[config.mk]
export PLATFORM = sky130hd
export DESIGN_NAME = pipe_block_adder
export DESIGN_NICKNAME = d
export VERILOG_FILES = /design/src/rtl/pipe_block_adder.sv
export SDC_FILE = /design/constraint.sdc
export NUM_CORES = 1
export LEC_CHECK = 0
export CAP_MARGIN = 10
export CORE_UTILIZATION = 45
export CTS_BUF_LIST = sky130_fd_sc_hd__clkbuf_4 sky130_fd_sc_hd__clkbuf_8 sky130_fd_sc_hd__clkbuf_16
export CTS_CLUSTER_DIAMETER = 200
export DETAILED_ROUTE_END_ITERATION = 6
export GPL_ROUTABILITY_DRIVEN = 0
export PLACE_DENSITY_LB_ADDON = 0.25
export SYNTH_ARGS = -nofsm -noshare
export SYNTH_HDL_FRONTEND = slang
export SYNTH_SLANG_ARGS = --single-unit
[constraint.sdc]
create_clock -name clk -period 2.6 [get_ports clk]
set_input_delay 0.39 -clock clk [delete_from_list [all_inputs] [get_ports clk]]
set_output_delay 0.39 -clock clk [all_outputs]
set_load 0.05 [all_outputs]
[src/rtl/pipe_block_adder.sv]
// Pipelined block adder/subtractor: one BLK-bit block per stage, carry registered between
// stages, operands skewed in and sum blocks carried along so a whole result emerges at once.
module pipe_block_adder #(
   parameter int WIDTH = 64,
   parameter int BLK   = 8
) (
   input  logic             clk,
   input  logic             rst,
   input  logic             en,
   input  logic             in_valid,
   input  logic             sub,
   input  logic [WIDTH-1:0] a,
   input  logic [WIDTH-1:0] b,
   input  logic             cin,
   output logic             out_valid,
   output logic [WIDTH-1:0] sum,
   output logic             cout,
   output logic             ovf
);
   localparam int NBLK = WIDTH / BLK;

   logic [WIDTH-1:0] a_q [NBLK];
   logic [WIDTH-1:0] b_q [NBLK];
   logic [WIDTH-1:0] s_q [NBLK];
   logic             c_q [NBLK];
   logic             v_q [NBLK];

   logic [WIDTH-1:0] a_in  [NBLK];
   logic [WIDTH-1:0] b_in  [NBLK];
   logic [WIDTH-1:0] s_in  [NBLK];
   logic             c_in  [NBLK];
   logic             v_in  [NBLK];
   logic [WIDTH-1:0] s_nxt [NBLK];
   logic             c_nxt [NBLK];
   logic [BLK:0]     blk_sum;

   // Stage k consumes what stage k-1 registered; stage 0 takes the ports with b/cin
   // inverted for subtract so every stage is a plain add.
   always_comb begin
      blk_sum = '0;
      a_in[0] = a;
      b_in[0] = sub ? ~b : b;
      c_in[0] = sub ? ~cin : cin;
      s_in[0] = '0;
      v_in[0] = in_valid;
      for (int k = 1; k < NBLK; k++) begin
         a_in[k] = a_q[k-1];
         b_in[k] = b_q[k-1];
         c_in[k] = c_q[k-1];
         s_in[k] = s_q[k-1];
         v_in[k] = v_q[k-1];
      end
      for (int k = 0; k < NBLK; k++) begin
         blk_sum = {1'b0, a_in[k][k*BLK +: BLK]} + {1'b0, b_in[k][k*BLK +: BLK]}
                 + {{BLK{1'b0}}, c_in[k]};
         s_nxt[k] = s_in[k];
         s_nxt[k][k*BLK +: BLK] = blk_sum[BLK-1:0];
         c_nxt[k] = blk_sum[BLK];
      end
   end

   always_ff @(posedge clk or negedge rst) begin
      if (!rst) begin
         for (int k = 0; k < NBLK; k++) begin
            a_q[k] <= '0;
            b_q[k] <= '0;
            s_q[k] <= '0;
            c_q[k] <= 1'b0;
            v_q[k] <= 1'b0;
         end
      end else if (en) begin
         for (int k = 0; k < NBLK; k++) begin
            a_q[k] <= a_in[k];
            b_q[k] <= b_in[k];
            s_q[k] <= s_nxt[k];
            c_q[k] <= c_nxt[k];
            v_q[k] <= v_in[k];
         end
      end
   end

   assign out_valid = v_q[NBLK-1];
   assign sum       = s_q[NBLK-1];
   assign cout      = c_q[NBLK-1];
   // Same-sign operands giving an opposite-sign result is exactly carry-in(MSB) ^ carry-out(MSB).
   assign ovf = ~(a_q[NBLK-1][WIDTH-1] ^ b_q[NBLK-1][WIDTH-1])
              & (s_q[NBLK-1][WIDTH-1] ^ a_q[NBLK-1][WIDTH-1]);

endmodule

==> results.md, run 1 <==
* Status: complete, no violations
* Switching share of power at 0.302
* Crit path kind: reg2out
* Max Cap Viol at 0
* Clock power share at 0.301
* DRT Pass-1 Iters at 4
* Largest stage delay, worst path at between 0.8 and 0.9 ns
* Die Width at around 270 um
* Total CTS buffers at just over 80
* Min-Delay Path Class: in2reg
* Die height at roughly 270 um
* Max IR drop VDD at ~640 uV
* Top layer in use: met5
* Metal-1 WL at roughly 26,000 um
* Core Util, Final at 0.543
* Area leader, netlist: dfrtp_1
* DP Worst Slack at -0.0856 ns
* Setup TNS at 0 ns
* Vias at ~17,000
* Nets at between 2,000 and 3,000
* # rows at 96
* Worst EP required at 2.21 ns
* CTS tree: done
* Clock Tree Root: clkbuf_16
* Area share of the largest cell type after synthesis at 0.605
* Avg Inst Size Synth at 14.4 um2
* Port bufs at 200
* RR Endpoint: c_in[4]
* Met2 wire len at 25,400 um
* Final Worst Setup Slack at 0.166 ns
* FILL cells at 5,559
* PostCTS Resize Cnt at 0
* Post-DP HPWL at 36,400 um
* Die area at roughly 70,000 um2
* Area of the core at 68,600 um2
* RSZ-0062 raised after global routing: false
* Total GRT Usage at 0.164
* Clk Latency, worst-skew pair at 0.62 ns
* Fraction of layout cells with a size suffix above 1 at 0.299
* Largest net degree at the start of global routing at 134
* Data arrival, critical path at 2.04 ns
* Static Leak at 15.6 nW
* Final Hold Viols at 0
* #FFs+latches synth at 754
* Boundary Pins at 201
* Fin crit period at 2.43 ns
* # clock sinks at 754
* Initial Util at 0.455
* Post-Syn Area at 31,200 um2
* Startpoint types: flop
* Crit. End Element: output pin
* Hold path depth at 2
* Critical path's slowest cell: clkdlybuf4s50_1
* Warnings, synthesis at 0
* Reg2Reg Launch Point: a_in[336]
* Hold endpoint: b_in[418]
* Vias per cell at 5.13
* Vias in the first global route at 18,051
* Crit path cell chain: nor2_1, nand2_1, o21ai_0, clkdlybuf4s50_1
* Final period util at 0.936
* Synth top area cells: dfrtp_1 60%, mux2_2 19%, mux2_1 3.9%
* Worst reg2reg path depth at 6
* Setup Skew at between 0.02 and 0.025 ns
* Post-synth top flop: dfrtp_1
* First-pass GRT wire length at about 94,000 um
* Most common library cells after synthesis: 754 x dfrtp_1, 532 x mux2_2, 109 x mux2_1, 103 x a21oi_1, 96 x buf_2
* Total grt overflow at 0
* Clock transition at path regs at 0.06 ns
* Netlist cell types at 40
* Pwr Total at 39.8 mW
* Avg WL per Cell at 16.5 um
* Worst-Margin Slew at between 0.6 and 0.7 ns
* Final setup fails at 0
* Initial DRC Count at 840
* Flop2flop setup slack at 0.35 ns
* # DRC at 0
* Initial antenna violation count at 5
* PD cells at roughly 1100 nW/um2
* Max H-tree Level at 3
* Most frequent cell after synthesis: dfrtp_1
* Seq/Total Area, Yosys at 0.605
* Register share of total power at 0.437
* Hold path start: en
* Post-CTS setup buffers at 0
* Final WL at 55,700 um
* Syn Inst Count at 2,169
* Share of power burned in combinational logic at 0.262
* Ant diodes at 0
* NetSw at 12.0 mW
* Max-slew violations at 0
* Deepest clock path buffer count at 3
* Syn-to-layout area delta at 19.5%
* Syn Nets at 2,375
* Final antenna-violating net count at 0
* CTS hold repair buffers at 1
* Crit-path max FO at 3
* Slew HR at 0.548
* Post-synth ARST share at 1.00
* P_int at approximately 28 mW
* Met3 wire length at 2420 um
* Fmax at 411 MHz
* Post-synth EDFFs at 0
==> power by group through the flow <==
stage / sequential, mW / combinational [mW] / clock [mW]
final: 17.4 / 10.4 / 12.0
after global routing: 18.0 / 11.4 / 12.9
after CTS: 17.5 / 10.5 / 12.4
after detailed placement: 17.7 / 10.5 / 0
after global placement: 17.5 / 10.1 / 0
after floorplan: 18.7 / 5.95 / 0
==> layout make-up <==
class / count / area [um2] / share of cell area
flip-flops and latches: 754 / 18900 / 0.506
multi-input cells: 1280 / 11700 / 0.314
repair buffers: 247 / 2610 / 0.0701
clock buffers: 115 / 2440 / 0.0656
well taps: 931 / 1160 / 0.0313
clock inverters: 30 / 408 / 0.0109
inverters: 19 / 71.3 / 0.00191
==> state kept, by name, summed over array words and instances, names as in the netlist <==
name	flops
a_in	224
b_in	224
s_in	224
sum	64
c_in	7
v_in	7
a_q	1
b_q	1
cout	1
out_valid	1
==> metrics by stage <==
| step | cell area [um2] | cells | hold WS (ns) |
|---|---|---|---|
| 3_3_place_gp | 34400 | 3230 | 0.353 |
| 3_5_place_dp | 34400 | 3230 | 0.353 |
| 2_1_floorplan | 31200 | 2169 | 0.0944 |
| 5_1_grt | 37300 | 3376 | 0.206 |
| 6_report | 37300 | 3376 | 0.217 |
| 4_1_cts | 37300 | 3376 | 0.175 |
==> metal layers <==
layer / GRT usage / vias up
met1: 0.232 / 8762
met4: 0.0606 / 6
met3: 0.0313 / 99
li1: - / 8176
met5: 0 / -
met2: 0.252 / 277
==> cells in the final DEF, fill, tap and decap left out, types with 52 or more instances in the layout <==
cell and instances:
a21oi_1 103, clkbuf_16 82, clkdlybuf4s50_1 196, dfrtp_1 754, ha_1 56, mux2_1 109
mux2_2 532, nor2_1 87, o21ai_0 52, xnor2_1 64
==> cell families after synthesis <==
group,share of synthesized area
AOI/OAI and AO/OA,0.0560
xor gates and xnor gates,0.0227
adders and majority gates,0.0327
buffers and inverters,0.0201
DFF,0.605
muxes,0.235
and+or+nand+nor,0.0285
==> how the worst max path moves through the flow <==
stage / from / endpoint / slack (ns) / cells after the start
finish: b_q[63] / ovf / 0.17 / 4
global placement: b[0] / s_in[390] / -0.05 / 9
floorplan: sub / s_in[390] / 0.008 / 10
global route: b_q[63] / ovf / 0.02 / 4
CTS: b_q[63] / ovf / 0.11 / 4
detailed placement: b[0] / s_in[390] / -0.09 / 9
==> critical path, delay by kind of cell, from the launching register on <==
family | cells | cell delay, ns
compound gates | 1 | 0.07
simple gates | 2 | 0.15
flops | 1 | 0.39
buf+inv | 1 | 0.82
No activity file was read; power rests on OpenSTA's default activity.
==> inputs of run 2 (changes only) <==
Settings changed: CTS_BUF_LIST sky130_fd_sc_hd__clkbuf_4 sky130_fd_sc_hd__clkbuf_8 sky130_fd_sc_hd__clkbuf_16 to not set, REMOVE_ABC_BUFFERS set to 1.
==> results.md, run 2 (synthesized netlist as in run 1, its figures left out) <==
* Commonest cells after routing, fill and taps aside: 754 x dfrtp_1, 532 x mux2_2, 197 x clkdlybuf4s50_1
* Core Util, Final at 0.547 (+0.00312)
* Die area at 70,400 um2 (unchanged)
* Max IR drop VDD at 515 uV (-20%)
* P_int at 27.5 mW (-1.2%)
* Switching share of power at 0.304 (+0.00245)
* Final setup fails at 0 (unchanged)
* Slew HR at 0.519 (-0.0294)
* Area of the core at 68,600 um2 (unchanged)
* Initial DRC Count at 943 (+12%)
* Max H-tree Level at 3 (unchanged)
* Final Worst Setup Slack at 0.122 ns (-0.0439 ns)
* Status: complete, no violations
* Worst EP required at 2.21 ns (about the same)
* PD cells at 1050 nW/um2 (-1.5%)
* Syn-to-layout area delta at 20.2%
* Final antenna-violating net count at 0 (unchanged)
* Post-DP HPWL at 37,900 um (+4.1%)
* # rows at 96 (unchanged)
* Max Cap Viol at 0 (unchanged)
* Initial antenna violation count at 3 (-2)
* Crit. End Element: output pin
* Post-CTS setup buffers at 0 (unchanged)
* Final WL at 56,500 um (+1.5%)
* Data arrival, critical path at 2.09 ns (+0.05 ns)
* PostCTS Resize Cnt at 0 (unchanged)
* Final period util at 0.953 (+0.0169)
* NetSw at 12.0 mW (about the same)
* RSZ-0062 raised after global routing: false
* Clock transition at path regs at 0.06 ns (about the same)
* Most common cell after layout, fill and taps aside: dfrtp_1
* DP Worst Slack at -0.0947 ns (-0.00901 ns)
* Min-Delay Path Class: in2reg
* Setup Skew at 0.0182 ns (-0.00408 ns)
* Max-slew violations at 0 (unchanged)
* Final Hold Viols at 0 (unchanged)
* Pwr Total at 39.5 mW (-0.89%)
* Vias at 17,513 (+1.1%)
* Register area at 18,900 um2 (unchanged)
* Nets at 2,618 (+1.1%)
* Flop2flop setup slack at 0.27 ns (-0.08 ns)
* Die height at 265 um (unchanged)
* Clock Tree Root: clkbuf_16
* Register share of total power at 0.439 (+0.002)
* Static Leak at 15.7 nW (+0.76%)
* Crit path kind: reg2out
* Clock power share at 0.292 (-0.009)
* Die Width at 265 um (unchanged)
* Fmax at 404 MHz (-1.8%)
* Footprint of the multi-input gates at 11,700 um2 (about the same)
* Vias per cell at 5.14 (+0.14%)
* Clk Latency, worst-skew pair at 0.61 ns (about the same)
* # DRC at 0 (unchanged)
* First-pass GRT wire length at 96,300 um (+1.9%)
* Share of power burned in combinational logic at 0.269 (+0.007)
* Avg WL per Cell at 16.6 um (+0.53%)
* # clock sinks at 754 (unchanged)
* Total grt overflow at 0 (unchanged)
* Fin crit period at 2.48 ns (+0.0439 ns)
* Deepest clock path buffer count at 3 (unchanged)
* Boundary Pins at 201 (unchanged)
* Port bufs at 200 (unchanged)
* Total GRT Usage at 0.168 (+0.00368)
* FILL cells at 5,577 (+0.32%)
* Largest net degree at the start of global routing at 78 (-42%)
* CTS tree: done
* Startpoint types: flop
* Total CTS buffers at 81 (unchanged)
* Initial Util at 0.455 (unchanged)
* Worst-Margin Slew at 0.722 ns (+0.0440 ns)
* DRT Pass-1 Iters at 6 (+2)
* Fraction of layout cells with a size suffix above 1 at 0.301 (+0.00260)
* Vias in the first global route at 18,670 (+3.4%)
* Crit-path max FO at 3 (unchanged)
## run 2: path summary, 6_finish.rpt
path	from	end	depth (start not counted)
max in group asynchronous	rst	s_in[167]	3
min in group asynchronous	rst	b_in[413]	2
min	en	sum[49]	2
max	b_q[63]	ovf	4
min reg2reg	a_in[439]	a_in[439]	1
max reg2reg	a_in[392]	c_in[5]	6
## run 2: final cells by class
cell class | instances | share of cell area
clock inverter | 34 | 0.0101
timing repair buffer | 276 | 0.0786
antenna | 1 | 0.0000668
clock buffer | 114 | 0.0627
inverter | 19 | 0.00190
multi-input combinational | 1280 | 0.312
tap | 931 | 0.0311
sequential | 754 | 0.503
## run 2: critical path: stages, from the launching register on
cell and delay [ns]:
dfrtp_1 0.38, nor2_1 0.11, nand2_1 0.05, o21ai_0 0.09, clkdlybuf4s50_1 0.84
## run 2: power groups by stage
stage | clock [mW] | sequential, mW | combinational (mW)
floorplan | 0 | 18.7 | 5.71
global placement | 0 | 17.4 | 10.3
detailed placement | 0 | 17.6 | 10.7
CTS | 11.9 | 17.4 | 10.8
global route | 12.4 | 17.9 | 11.6
finish | 11.5 | 17.4 | 10.6
## run 2: repair_timing
item                                   4_1_cts  5_1_grt
endpoints found under the hold margin       46        0
hold buffers                                 1        0
setup endpoints to repair                    0        0
## run 2: stage by stage
stage	cells	instance area [um2]	hold WS, ns	TNS [ns]
6_report	3409	37500	0.298	0
5_1_grt	3409	37500	0.283	0
4_1_cts	3408	37500	0.256	0
3_5_place_dp	3259	34700	0.457	-0.0984
3_3_place_gp	3259	34700	0.448	-0.102
2_1_floorplan	2053	30600	0.0944	0
## run 2: per-layer routing
layer | GRT usage | share of wire | up-vias
li1 | - | - | 8251
met1 | 0.224 | 0.45 | 8890
met2 | 0.275 | 0.49 | 260
met3 | 0.0289 | 0.035 | 110
met4 | 0.0591 | 0.028 | 2
met5 | 0 | 0.00021 | -
==> inputs of run 3 (changes only) <==
Settings changed: CELL_PAD_IN_SITES_DETAIL_PLACEMENT set to 0, CELL_PAD_IN_SITES_GLOBAL_PLACEMENT set to 1, CTS_CLUSTER_SIZE set to 40.
==> results.md, run 3 (synthesized netlist as in run 1, its figures left out) <==
* Hold endpoint: b_in[420]
* Total CTS buffers at 22 (-73%)
* Max Cap Viol at 0 (unchanged)
* Worst-Margin Slew at 1.01 ns (+0.290 ns)
* Slew HR at 0.325 (-0.193)
* Final antenna-violating net count at 0 (unchanged)
* Reg2Reg Launch Point: a_in[392]
* Final WL at 53,500 um (-5.3%)
* Max-slew violations at 0 (unchanged)
* Flop2flop setup slack at 0.24 ns (-0.03 ns)
* Fmax at 424 MHz (+5.0%)
* Static Leak at 14.5 nW (-7.8%)
* Commonest cells after routing, fill and taps aside: 754 x dfrtp_1, 532 x mux2_2, 195 x clkdlybuf4s50_1
* Status: complete, no violations
* Hold slack at 0.202 ns (-0.0964 ns)
* Die area at 70,400 um2 (unchanged)
* Crit path cell chain: fa_1, fa_1, a211oi_1, o21bai_1, o21ai_0, a21oi_1
* RSZ-0062 raised after global routing: false
* Pwr Total at 32.6 mW (-17%)
* Critical path's slowest cell: fa_1
* Initial Util at 0.455 (unchanged)
* RR Endpoint: c_in[5]
* Setup TNS at 0 ns (unchanged)
* Min-Delay Path Class: in2reg
* Nets at 2,538 (-3.1%)
* Port bufs at 200 (unchanged)
* Crit-path max FO at 3 (unchanged)
* PD cells at 932 nW/um2 (-12%)
* CP delay by family, top: adder cells
* Data arrival, critical path at 2.85 ns (+0.76 ns)
* Vias per cell at 5.16 (+0.35%)
* Worst path most repeated cell: fa_1
* Die height at 265 um (unchanged)
* First-pass GRT wire length at 90,400 um (-6.1%)
* Hold path depth at 2 (unchanged)
* Initial antenna violation count at 1 (-2)
* Clk Latency, worst-skew pair at 0.61 ns (about the same)
* CTS tree: done
* Max IR drop VDD at 503 uV (-2.3%)
* Avg WL per Cell at 16.4 um (-1.1%)
* Vias in the first global route at 17,409 (-6.8%)
* Die Width at 265 um (unchanged)
* Clock transition at path regs at 0.14 ns (+0.08 ns)
* Crit. path cell count at 6 (+2)
* Ant diodes at 0 (-1)
* Deepest clock path buffer count at 3 (unchanged)
* Fin crit period at 2.36 ns (-0.119 ns)
* Worst reg2reg path depth at 6 (unchanged)
* Final setup fails at 0 (unchanged)
* Area of the core at 68,600 um2 (unchanged)
* Clock Tree Root: clkbuf_16
* Post-DP HPWL at 36,300 um (-4.0%)
* Most common cell after layout, fill and taps aside: dfrtp_1
* Setup Skew at 0.0126 ns (-0.00555 ns)
* Fraction of layout cells with a size suffix above 1 at 0.264 (-0.0370)
* Post-CTS setup buffers at 0 (unchanged)
* Max H-tree Level at 1 (-2)
* Total grt overflow at 0 (unchanged)
* Final period util at 0.907 (-0.0456)
* Hold path start: en
* Vias at 16,821 (-4.0%)
* Syn-to-layout area delta at 12.2%
* Crit. End Element: flop
* Final Hold Viols at 0 (unchanged)
* # clock sinks at 754 (unchanged)
* Boundary Pins at 201 (unchanged)
* Largest stage delay, worst path at 0.53 ns (-0.31 ns)
* Buf/Inv on CP at 0 (-1)
* # rows at 96 (unchanged)
* DRT Pass-1 Iters at 5 (-1)
* Total GRT Usage at 0.154 (-0.0132)
* Worst EP required at 3.09 ns (+0.88 ns)
* # DRC at 0 (unchanged)
* Initial DRC Count at 1,044 (+11%)
* Crit path kind: reg2reg
* Startpoint types: flop
* Largest net degree at the start of global routing at 103 (+32%)
==> run 3: changes by cell type in the layout (fill, tap and decap cells not counted), moves of 5 or more <==
cell       change
buf_12        -15
buf_4          -5
bufinv_16      -6
clkbuf_1      -14
clkbuf_16     -59
clkbuf_8      -18
clkinv_2      -17
==> run 3: timing repair <==
action | 4_1_cts | 5_1_grt
setup endpoints to repair | 0 | 1
hold buffers | 1 | 0
endpoints found under the hold margin | 93 | 0
gates resized for setup | 0 | 1
==> run 3: how the worst max path moves through the flow <==
stage	startpoint	end	slack (ns)
after CTS	sum[63]	ovf	0.02
after floorplan	sub	s_in[390]	0.37
after global routing	a_in[168]	c_in[1]	0.15
after global placement	b[0]	s_in[390]	-0.11
final	a_in[392]	c_in[5]	0.24
after detailed placement	b[0]	s_in[390]	-0.1
==> run 3: area by class of cell <==
cell class	instances	area (um2)
Clock buffer	23	576
Clock inverter	1	8.76
Fill cell	5812	33600
Inverter	19	71.3
Multi-Input combinational cell	1280	11700
Sequential cell	754	18900
Tap cell	931	1160
Timing Repair Buffer	255	2600
==> run 3: power by group <==
| part | total, mW | switching (mW) | internal (mW) |
|---|---|---|---|
| combinational | 10.4 | 5.33 | 5.09 |
| clock | 4.93 | 3.31 | 1.62 |
| sequential | 17.3 | 1.95 | 15.3 |
| total | 32.6 | 10.6 | 22.0 |
==> run 3: layer usage <==
layer | global-route usage | share of wire | vias to the layer above
li1 | - | - | 7977
met1 | 0.217 | 0.47 | 8647
met2 | 0.259 | 0.49 | 154
met3 | 0.0193 | 0.030 | 43
met4 | 0.0283 | 0.017 | 0
met5 | 0 | 0 | -
==> run 3: metrics by stage <==
step	setup WS (ns)	util	std cells	area [um2]
global route	0.150	0.510	3263	35000
finish	0.241	0.510	3263	35000
floorplan	0.372	-	2053	30600
detailed placement	-0.0970	0.501	3238	34400
CTS	0.0198	0.510	3263	35000
global placement	-0.110	0.501	3238	34400
